`config.mk`:
```
export PLATFORM = sky130hd
export DESIGN_NAME = ysyx_22050019_ifu_axi
export DESIGN_NICKNAME = d
export VERILOG_FILES = /design/src/rtl/ysyx_22050019_pkg.sv /design/src/rtl/ysyx_22050019_ifu_fifo.sv /design/src/rtl/ysyx_22050019_ifu_axi.sv
export SDC_FILE = /design/constraint.sdc
export NUM_CORES = 1
export LEC_CHECK = 0
export BUFFER_PORTS_ARGS = -buffer_cell sky130_fd_sc_hd__buf_2
export CAP_MARGIN = 20
export CORE_MARGIN = 2
export CORE_UTILIZATION = 55
export CTS_CLUSTER_SIZE = 20
export DETAILED_ROUTE_END_ITERATION = 10
export HOLD_SLACK_MARGIN = 0.05
export PLACE_DENSITY = 0.8
export SLEW_MARGIN = 20
export SYNTH_ARGS = -nofsm -noshare
export SYNTH_HDL_FRONTEND = slang
export SYNTH_SLANG_ARGS = --single-unit
```
`constraint.sdc`:
```
create_clock -name clk -period 8.7 [get_ports clk]
set_input_delay 1.74 -clock clk [delete_from_list [all_inputs] [get_ports clk]]
set_output_delay 1.74 -clock clk [all_outputs]
set_load 0.05 [all_outputs]
```
`src/rtl/ysyx_22050019_pkg.sv`:
```
// Shared definitions for the ysyx_22050019 fetch path: FSM states, AXI
// response codes and the architectural reset PC.
package ysyx_22050019_pkg;

  typedef enum logic [1:0] {
    IFU_IDLE = 2'd0,
    IFU_REQ  = 2'd1,
    IFU_WAIT = 2'd2
  } ifu_state_e;

  localparam logic [1:0] RESP_OKAY   = 2'b00;
  localparam logic [1:0] RESP_EXOKAY = 2'b01;
  localparam logic [1:0] RESP_SLVERR = 2'b10;
  localparam logic [1:0] RESP_DECERR = 2'b11;

  localparam logic [63:0] IFU_RESET_VAL = 64'h8000_0000;

  function automatic logic resp_is_err(input logic [1:0] resp);
    return resp != RESP_OKAY;
  endfunction

endpackage

```
`src/rtl/ysyx_22050019_ifu_fifo.sv`:
```
// Small synchronous FIFO holding fetched {pc, inst, err} entries.
// Flush wins over push and pop; storage itself is never reset.
module ysyx_22050019_ifu_fifo #(
  parameter int WIDTH = 97,
  parameter int DEPTH = 2
) (
  input  logic                     clk,
  input  logic                     rst_n,
  input  logic                     flush,
  input  logic                     push,
  input  logic [WIDTH-1:0]         push_data,
  input  logic                     pop,
  output logic [WIDTH-1:0]         head_data,
  output logic [$clog2(DEPTH):0]   count,
  output logic                     full,
  output logic                     empty
);

  localparam int PTR_W = $clog2(DEPTH);
  localparam logic [PTR_W:0] DEPTH_C = (PTR_W + 1)'(DEPTH);

  logic [WIDTH-1:0] mem [DEPTH];
  logic [PTR_W-1:0] rd_ptr;
  logic [PTR_W-1:0] wr_ptr;
  logic             do_push;
  logic             do_pop;

  assign empty     = (count == '0);
  assign full      = (count == DEPTH_C);
  assign do_pop    = pop && !empty;
  assign do_push   = push && (!full || do_pop);
  assign head_data = mem[rd_ptr];

  always_ff @(posedge clk or negedge rst_n) begin
    if (!rst_n) begin
      rd_ptr <= '0;
      wr_ptr <= '0;
      count  <= '0;
    end else if (flush) begin
      rd_ptr <= '0;
      wr_ptr <= '0;
      count  <= '0;
    end else begin
      if (do_pop)  rd_ptr <= rd_ptr + PTR_W'(1);
      if (do_push) wr_ptr <= wr_ptr + PTR_W'(1);
      case ({do_push, do_pop})
        2'b10:   count <= count + (PTR_W + 1)'(1);
        2'b01:   count <= count - (PTR_W + 1)'(1);
        default: count <= count;
      endcase
    end
  end

  always_ff @(posedge clk) begin
    if (do_push && !flush) mem[wr_ptr] <= push_data;
  end

endmodule

```
`src/rtl/ysyx_22050019_ifu_axi.sv`:
```
// Fetch unit: owns the PC, issues one AXI read at a time and queues returned
// instructions toward IDU. EXU redirects flush the queue and drop in-flight data.
module ysyx_22050019_ifu_axi
  import ysyx_22050019_pkg::*;
#(
  parameter int          ADDR_W     = 64,
  parameter int          INST_W     = 32,
  parameter logic [63:0] RESET_VAL  = IFU_RESET_VAL,
  parameter int          FIFO_DEPTH = 2
) (
  input  logic              clk,
  input  logic              rst_n,
  input  logic              redirect_valid,
  input  logic [ADDR_W-1:0] redirect_pc,
  output logic              ar_valid,
  input  logic              ar_ready,
  output logic [ADDR_W-1:0] ar_addr,
  input  logic              r_valid,
  output logic              r_ready,
  input  logic [INST_W-1:0] r_data,
  input  logic [1:0]        r_resp,
  output logic              out_valid,
  input  logic              out_ready,
  output logic [ADDR_W-1:0] out_pc,
  output logic [INST_W-1:0] out_inst,
  output logic              out_err
);

  localparam int ENTRY_W = ADDR_W + INST_W + 1;
  localparam int CNT_W   = $clog2(FIFO_DEPTH) + 1;
  localparam logic [ADDR_W-1:0] PC_RST = RESET_VAL[ADDR_W-1:0];

  ifu_state_e        state;
  logic [ADDR_W-1:0] pc;
  logic [ADDR_W-1:0] redirect_tgt;
  logic              discard;
  logic              armed;

  logic               fifo_push;
  logic               fifo_pop;
  logic               fifo_full;
  logic               fifo_empty;
  logic [CNT_W-1:0]   fifo_count;
  logic [ENTRY_W-1:0] fifo_head;
  logic [ENTRY_W-1:0] push_entry;
  logic               slot_free;

  assign redirect_tgt = {redirect_pc[ADDR_W-1:2], 2'b00};
  assign push_entry   = {ar_addr, r_data, resp_is_err(r_resp)};
  assign fifo_push    = (state == IFU_WAIT) && r_valid && !discard && !redirect_valid;
  assign fifo_pop     = out_valid && out_ready;
  // An entry leaving this cycle frees a slot for the next request.
  assign slot_free    = (fifo_count - CNT_W'(fifo_pop)) < CNT_W'(FIFO_DEPTH);

  assign out_valid = !fifo_empty;
  assign {out_pc, out_inst, out_err} = out_valid ? fifo_head : '0;

  ysyx_22050019_ifu_fifo #(
    .WIDTH (ENTRY_W),
    .DEPTH (FIFO_DEPTH)
  ) u_fifo (
    .clk       (clk),
    .rst_n     (rst_n),
    .flush     (redirect_valid),
    .push      (fifo_push),
    .push_data (push_entry),
    .pop       (fifo_pop),
    .head_data (fifo_head),
    .count     (fifo_count),
    .full      (fifo_full),
    .empty     (fifo_empty)
  );

  // armed holds off the first request by one cycle after reset release.
  always_ff @(posedge clk or negedge rst_n) begin
    if (!rst_n) begin
      state    <= IFU_IDLE;
      pc       <= PC_RST;
      ar_addr  <= PC_RST;
      ar_valid <= 1'b0;
      r_ready  <= 1'b0;
      discard  <= 1'b0;
      armed    <= 1'b0;
    end else begin
      armed <= 1'b1;
      if (redirect_valid) pc <= redirect_tgt;
      case (state)
        IFU_IDLE: begin
          if (!redirect_valid && armed && slot_free) begin
            state    <= IFU_REQ;
            ar_valid <= 1'b1;
            ar_addr  <= pc;
          end
        end
        IFU_REQ: begin
          if (redirect_valid) discard <= 1'b1;
          if (ar_ready) begin
            state    <= IFU_WAIT;
            ar_valid <= 1'b0;
            r_ready  <= 1'b1;
            // A redirect seen during this request already owns the PC.
            if (!redirect_valid && !discard) pc <= pc + ADDR_W'(4);
          end
        end
        IFU_WAIT: begin
          if (r_valid) begin
            state   <= IFU_IDLE;
            r_ready <= 1'b0;
            discard <= 1'b0;
          end else if (redirect_valid) begin
            discard <= 1'b1;
          end
        end
        default: state <= IFU_IDLE;
      endcase
    end
  end

  no_overflow: assert property (@(posedge clk) disable iff (!rst_n)
    fifo_push |-> (!fifo_full || fifo_pop));

endmodule

```
# After elaboration in Yosys (flattened, before gate mapping)
# Memories as Yosys holds them, arrays and structs flattened.
# Cells that the tools add are included.
# totals
ff_bits,138
mem_bits_rw,194
input_bits,104
output_inout_bits,164
elab_cells,79
n_memories,1
# mem_list
memory,depth,word_bits,read_ports,rd_ports_with_merged_regs,wr,line,text
u_fifo.mem,2,97,1,0,1,ysyx_22050019_ifu_fifo.sv:22,logic [WIDTH-1:0] mem [DEPTH];
# op_classes
n_addsub,6
magnitude_cmp,1
eq_ne,8
n_mux,26
reduce_logical,27
# ops
op,n
2-to-1 mux 64 bit,4
2-to-1 mux 97 bit,1
adder 64 x 3 -> 64 bit (second input constant),1
2-to-1 mux 1 bit,12
logical AND 1 bit,10
nonzero test 2 bit,5
AND reduction 3 bit,3
2-to-1 mux 2 bit,4
equality test 2 bit (second input constant),3
!= test 2 bit (second input constant),3
case mux 1 bit (2 select lines),3
case mux 2 bit (3 select lines),1
equality test 2 x 1 -> 1 bit (second input constant),2
logical NOT 1 bit,4
logical NOT 2 bit,2
case mux 2 bit (2 select lines),1
nonzero test 3 bit,1
adder 1 bit (second input constant),2
adder 2 x 1 -> 2 bit (second input constant),1
less-than comparator 2 bit (second input constant),1
AND reduction 2 bit,1
subtractor 2 x 1 -> 2 bit,1
subtractor 2 x 1 -> 2 bit (second input constant),1
logical OR 1 bit,1

# Longest topological paths before layout
# depth
depth_word,9
ltp_mapped,8

# By module
# A second synthesis with hierarchy kept.
# hier_totals
cells_unflattened,1127
hier_area_um2,15031.9
# modules_own_cells
mod,instances,cells_each,area_each_um2,seq_area_each_um2
ysyx_22050019_ifu_axi,1,800,7731.2,3355.7
ysyx_22050019_ifu_fifo,1,327,7300.8,5925.7

# Worst setup path before layout
# Ideal clock, no wire load.
# synth_path
kind,input port to flip-flop
from,input redirect_valid
to,memory u_fifo.mem[0][0] (enable)
setup_ns,0.565
arrival_ns,6.824
slack_ns,1.310
cell_stages,4
path_buffers,1
cell_sequence,clkbuf_1 -> nor3_1 -> o31a_1 -> nor2b_1
# synth_between
elab_chain_cells,6
# synth_rtl
item,line,text
from (decl),ysyx_22050019_ifu_axi.sv:13,"input logic redirect_valid,"
logical NOT 1 bit *,"ysyx_22050019_ifu_fifo.sv:55, ysyx_22050019_ifu_axi.sv:50",
logical AND 1 bit,ysyx_22050019_ifu_axi.sv:50,assign fifo_push = (state == IFU_WAIT) && r_valid && !discard && !redirect_valid;
logical AND 1 bit,ysyx_22050019_ifu_fifo.sv:31,assign do_push = push && (!full || do_pop);
logical AND 1 bit *,ysyx_22050019_ifu_fifo.sv:55,if (do_push && !flush) mem[wr_ptr] <= push_data;
2-to-1 mux 1 bit *,ysyx_22050019_ifu_fifo.sv:55,
2-to-1 mux 1 bit (not written as such) *,ysyx_22050019_ifu_fifo.sv:55,
to (decl),ysyx_22050019_ifu_fifo.sv:22,
# Every way passes the cells marked *; elsewhere a longest branch is shown, timed or not.

# Worst setup path in the final report
# layout_path
from,register u_fifo.rd_ptr
to,output out_inst[15]
# layout_between
elab_chain_cells,2
# layout_rtl
item,line,text
from (decl),ysyx_22050019_ifu_fifo.sv:23,logic [PTR_W-1:0] rd_ptr;
from (signal assigned),ysyx_22050019_ifu_fifo.sv:44,if (do_pop) rd_ptr <= rd_ptr + PTR_W'(1);
memory read (2 x 97 bit),-,
2-to-1 mux 97 bit,ysyx_22050019_ifu_axi.sv:56,"assign {out_pc, out_inst, out_err} = out_valid ? fifo_head : '0;"
to (decl),ysyx_22050019_ifu_axi.sv:25,"output logic [INST_W-1:0] out_inst,"
# No other way between the ends.

==> results.ini <==
[routing]
drc=0
post_drt_wl_per_cell_um=19.2
post_drt_via_cell_ratio=5.59
drt_iter0_markers=690
vias=9387
routed_wl_mm=32.2
firstDrtPassIters=5
ant_nets=0

[clock_tree]
cts_resized=0
cts_hold_buf=0
cts_tree=built
numClockSinks=332
clockBufferDepth=3
clk_pin_slew_ns=0.06
worstSkewPairLatency_ns=0.52
cts_root_buffer=clkbuf_16
numCtsBuffers=36
cts_setup_buffers=0
h-tree-depth=2

[setup_path]
reg2regPathDepth=7
crit_arrival_ns=3.09
r2r_setup_slack_ns=5.33
required_ns=6.96
r2r_start=state[1]$_DFFE_PN0P_
reg2reg_to=pc[62]$_DFF_PN0_
path_class=reg2out
crit_path_start_kind=register
worstSetupEndpointType=primary output
worst-path-max-fanout=55

[power_and_ir_drop]
ir_worst_vdd_v=0.000210
p_leak_nw=6.50
p_per_area_mw_per_mm2=282

[die]
die_w_um=166
die-height_um=166
core-area_mm2=0.0258
rows=59
start_util=0.556
num_io_pins=268
dieArea_mm2=0.0274

[global_route]
grt_overflow_total=0
grt_pass1_wl_mm=48.8
grt_use_total=0.232
grt_max_degree=81
grt_pass1_vias=9086
antenna_found_initial=6

[final_layout]
nNetsFinal=1417
multiInputGateArea_mm2=0.00441
seq_area_mm2=0.00929
area_delta_synth_final_pct=16.7
drive_above_1_share=0.307
fillers=1960
stdcell_count=1678

[timing]
rsz0062_at_grt=no
fin_crit_sh=0.555
final-max-slew-violation-count=0
whs_ns=0.486
hold_viol=0
tns_ns=0
timing.final.setup_violations=0
skew_ns=0.0102
post-route-min-period_ns=4.83
tightest_slew_ns=1.02
relSlewSlack=0.320
clock.fmax_ghz=0.207

[job]
drv_cap=0

[synth]
yosysWarnings=0
ys_seq_area_frac=0.646
synth_edf_count=194
netlist_area_mm2=0.0144
syn_nets=1214
syn-instance-count=1106
synthArstFlopShare=0.416
syn_avg_cell_area_um2=13.0
synth.distinct_cells=49
ys_ff_latch=332
yosys_most_used_dff=edfxtp_1

[status]
run_status=finished clean

[placed_design]
dp.cells=1605
portBuffers=265
globalplace.congestion=0.830
hpwlAfterDp_mm=21.5

[worst_hold_path]
whs_path_depth=0
hold_end=u_fifo.mem[0][33]$_DFFE_PP_
hp-class=reg2reg
min_from=ar_addr[0]$_DFFE_PN0P_

==> cells in the final DEF, fill, tap and decap left out, drive strengths merged, types with 6 or more instances in the layout <==
cell type and n:
buf 274, edfxtp 194, nor2 139, dfrtp 136, mux2i 99, nand2 67, mux2 63, clkbuf 54
o21ai 52, nand3 32, a31oi 28, xor2 27, nand4 23, or4 14, nor3 14, inv 14
o31ai 13, or3 13, xnor2 11, nor4 11, a21oi 7, clkinv 7, diode 6
==> final cells by class <==
cell class,instances,share of cell area
Antenna cell,6,0.000896
Clock buffer,54,0.0614
Clock inverter,12,0.00702
Inverter,11,0.00246
Multi-Input combinational cell,654,0.263
Sequential cell,332,0.554
Tap cell,335,0.0250
Timing Repair Buffer,274,0.0858
==> metrics by stage <==
step                      area (um2)  power (mW)  setup slack [ns]  utilization
final                          16800        4.73              3.87        0.649
after floorplan                14400        3.15              1.31            -
after global placement         15600        3.25              3.95        0.602
after global routing           16800        4.92              3.77        0.648
after detailed placement       15600        3.29              3.87        0.603
after CTS                      16700        4.77              3.80        0.647
==> metal layers <==
metal | global-route usage | wire length, um
met5 | 0 | 0
met4 | 0.0874 | 988
met3 | 0.0465 | 2240
met2 | 0.385 | 15600
met1 | 0.304 | 13400
==> cell usage after synthesis, types with 2 or more instances <==
| library cell | count | share of area |
|---|---|---|
| inv_1 | 10 | 0.0026 |
| and3_1 | 4 | 0.0017 |
| edfxtp_1 | 194 | 0.41 |
| nand4_1 | 23 | 0.010 |
| nand2_1 | 67 | 0.018 |
| nand4b_1 | 4 | 0.0024 |
| nor2_1 | 139 | 0.036 |
| nand2b_1 | 4 | 0.0017 |
| xnor2_1 | 11 | 0.0067 |
| nor3_1 | 11 | 0.0038 |
| or4_1 | 13 | 0.0068 |
| o21ai_0 | 52 | 0.018 |
| a21oi_1 | 7 | 0.0024 |
| o31ai_1 | 13 | 0.0068 |
| clkbuf_1 | 30 | 0.0078 |
| nor4_1 | 9 | 0.0039 |
| or3_1 | 12 | 0.0052 |
| xor2_1 | 27 | 0.016 |
| mux2i_1 | 99 | 0.069 |
| buf_1 | 12 | 0.0031 |
| buf_4 | 65 | 0.034 |
| and4_1 | 4 | 0.0024 |
| nand3_2 | 2 | 0.0014 |
| or2_2 | 4 | 0.0017 |
| a31oi_1 | 28 | 0.012 |
| nor2b_1 | 4 | 0.0017 |
| ha_1 | 4 | 0.0035 |
| nor3_2 | 3 | 0.0021 |
| dfrtp_1 | 136 | 0.24 |
| nand3_1 | 30 | 0.010 |
| mux2_2 | 63 | 0.049 |
| dfstp_2 | 2 | 0.0037 |
| and2_1 | 4 | 0.0017 |
==> report_power, final <==
group	total, mW	internal [mW]	switching [mW]
logic	1.09	0.294	0.798
clock network	1.47	0.882	0.592
registers	2.16	1.95	0.212
==> registers in the layout, indices dropped and copies added, names as in the netlist, 2 cells and up <==
signal        flops
pc               64
u_fifo.count      2
u_fifo.mem      194
ar_addr          64
state             2
==> how the worst max path moves through the flow <==
| stage | from | end | slack, ns | cells past startpoint |
|---|---|---|---|---|
| after floorplan | redirect_valid | u_fifo.mem[0][0]$_DFFE_PP_ | 1.31 | 4 |
| after global placement | redirect_valid | u_fifo.mem[0][1]$_DFFE_PP_ | 3.95 | 6 |
| after detailed placement | redirect_valid | u_fifo.mem[0][11]$_DFFE_PP_ | 3.87 | 6 |
| after CTS | u_fifo.rd_ptr$_DFFE_PN0P_ | out_inst[15] | 3.80 | 4 |
| after global routing | u_fifo.rd_ptr$_DFFE_PN0P_ | out_inst[15] | 3.77 | 4 |
| final | u_fifo.rd_ptr$_DFFE_PN0P_ | out_inst[15] | 3.87 | 4 |
==> kinds of logic (layout without fill, tap and decap cells) <==
family / Yosys count / in the layout / share of synthesized area
buffers and inverters: 120 / 351 / 0.0485
flip-flops: 332 / 332 / 0.646
AND/OR/NAND/NOR: 346 / 346 / 0.119
AO/OA/AOI/OAI: 103 / 103 / 0.0413
other: 1 / 7 / 0.000261
adder cells (fa/ha/maj): 4 / 4 / 0.00349
multiplexers: 162 / 162 / 0.118
XOR/XNOR: 38 / 38 / 0.0232
==> worst max-delay path, cell delays in order, from the launching register on <==
cell     delay [ns]
dfrtp_4        0.91
buf_4          0.81
mux2i_1        0.29
nor2_1         0.14
buf_2          0.27
No activity file was read; power rests on OpenSTA's default activity.
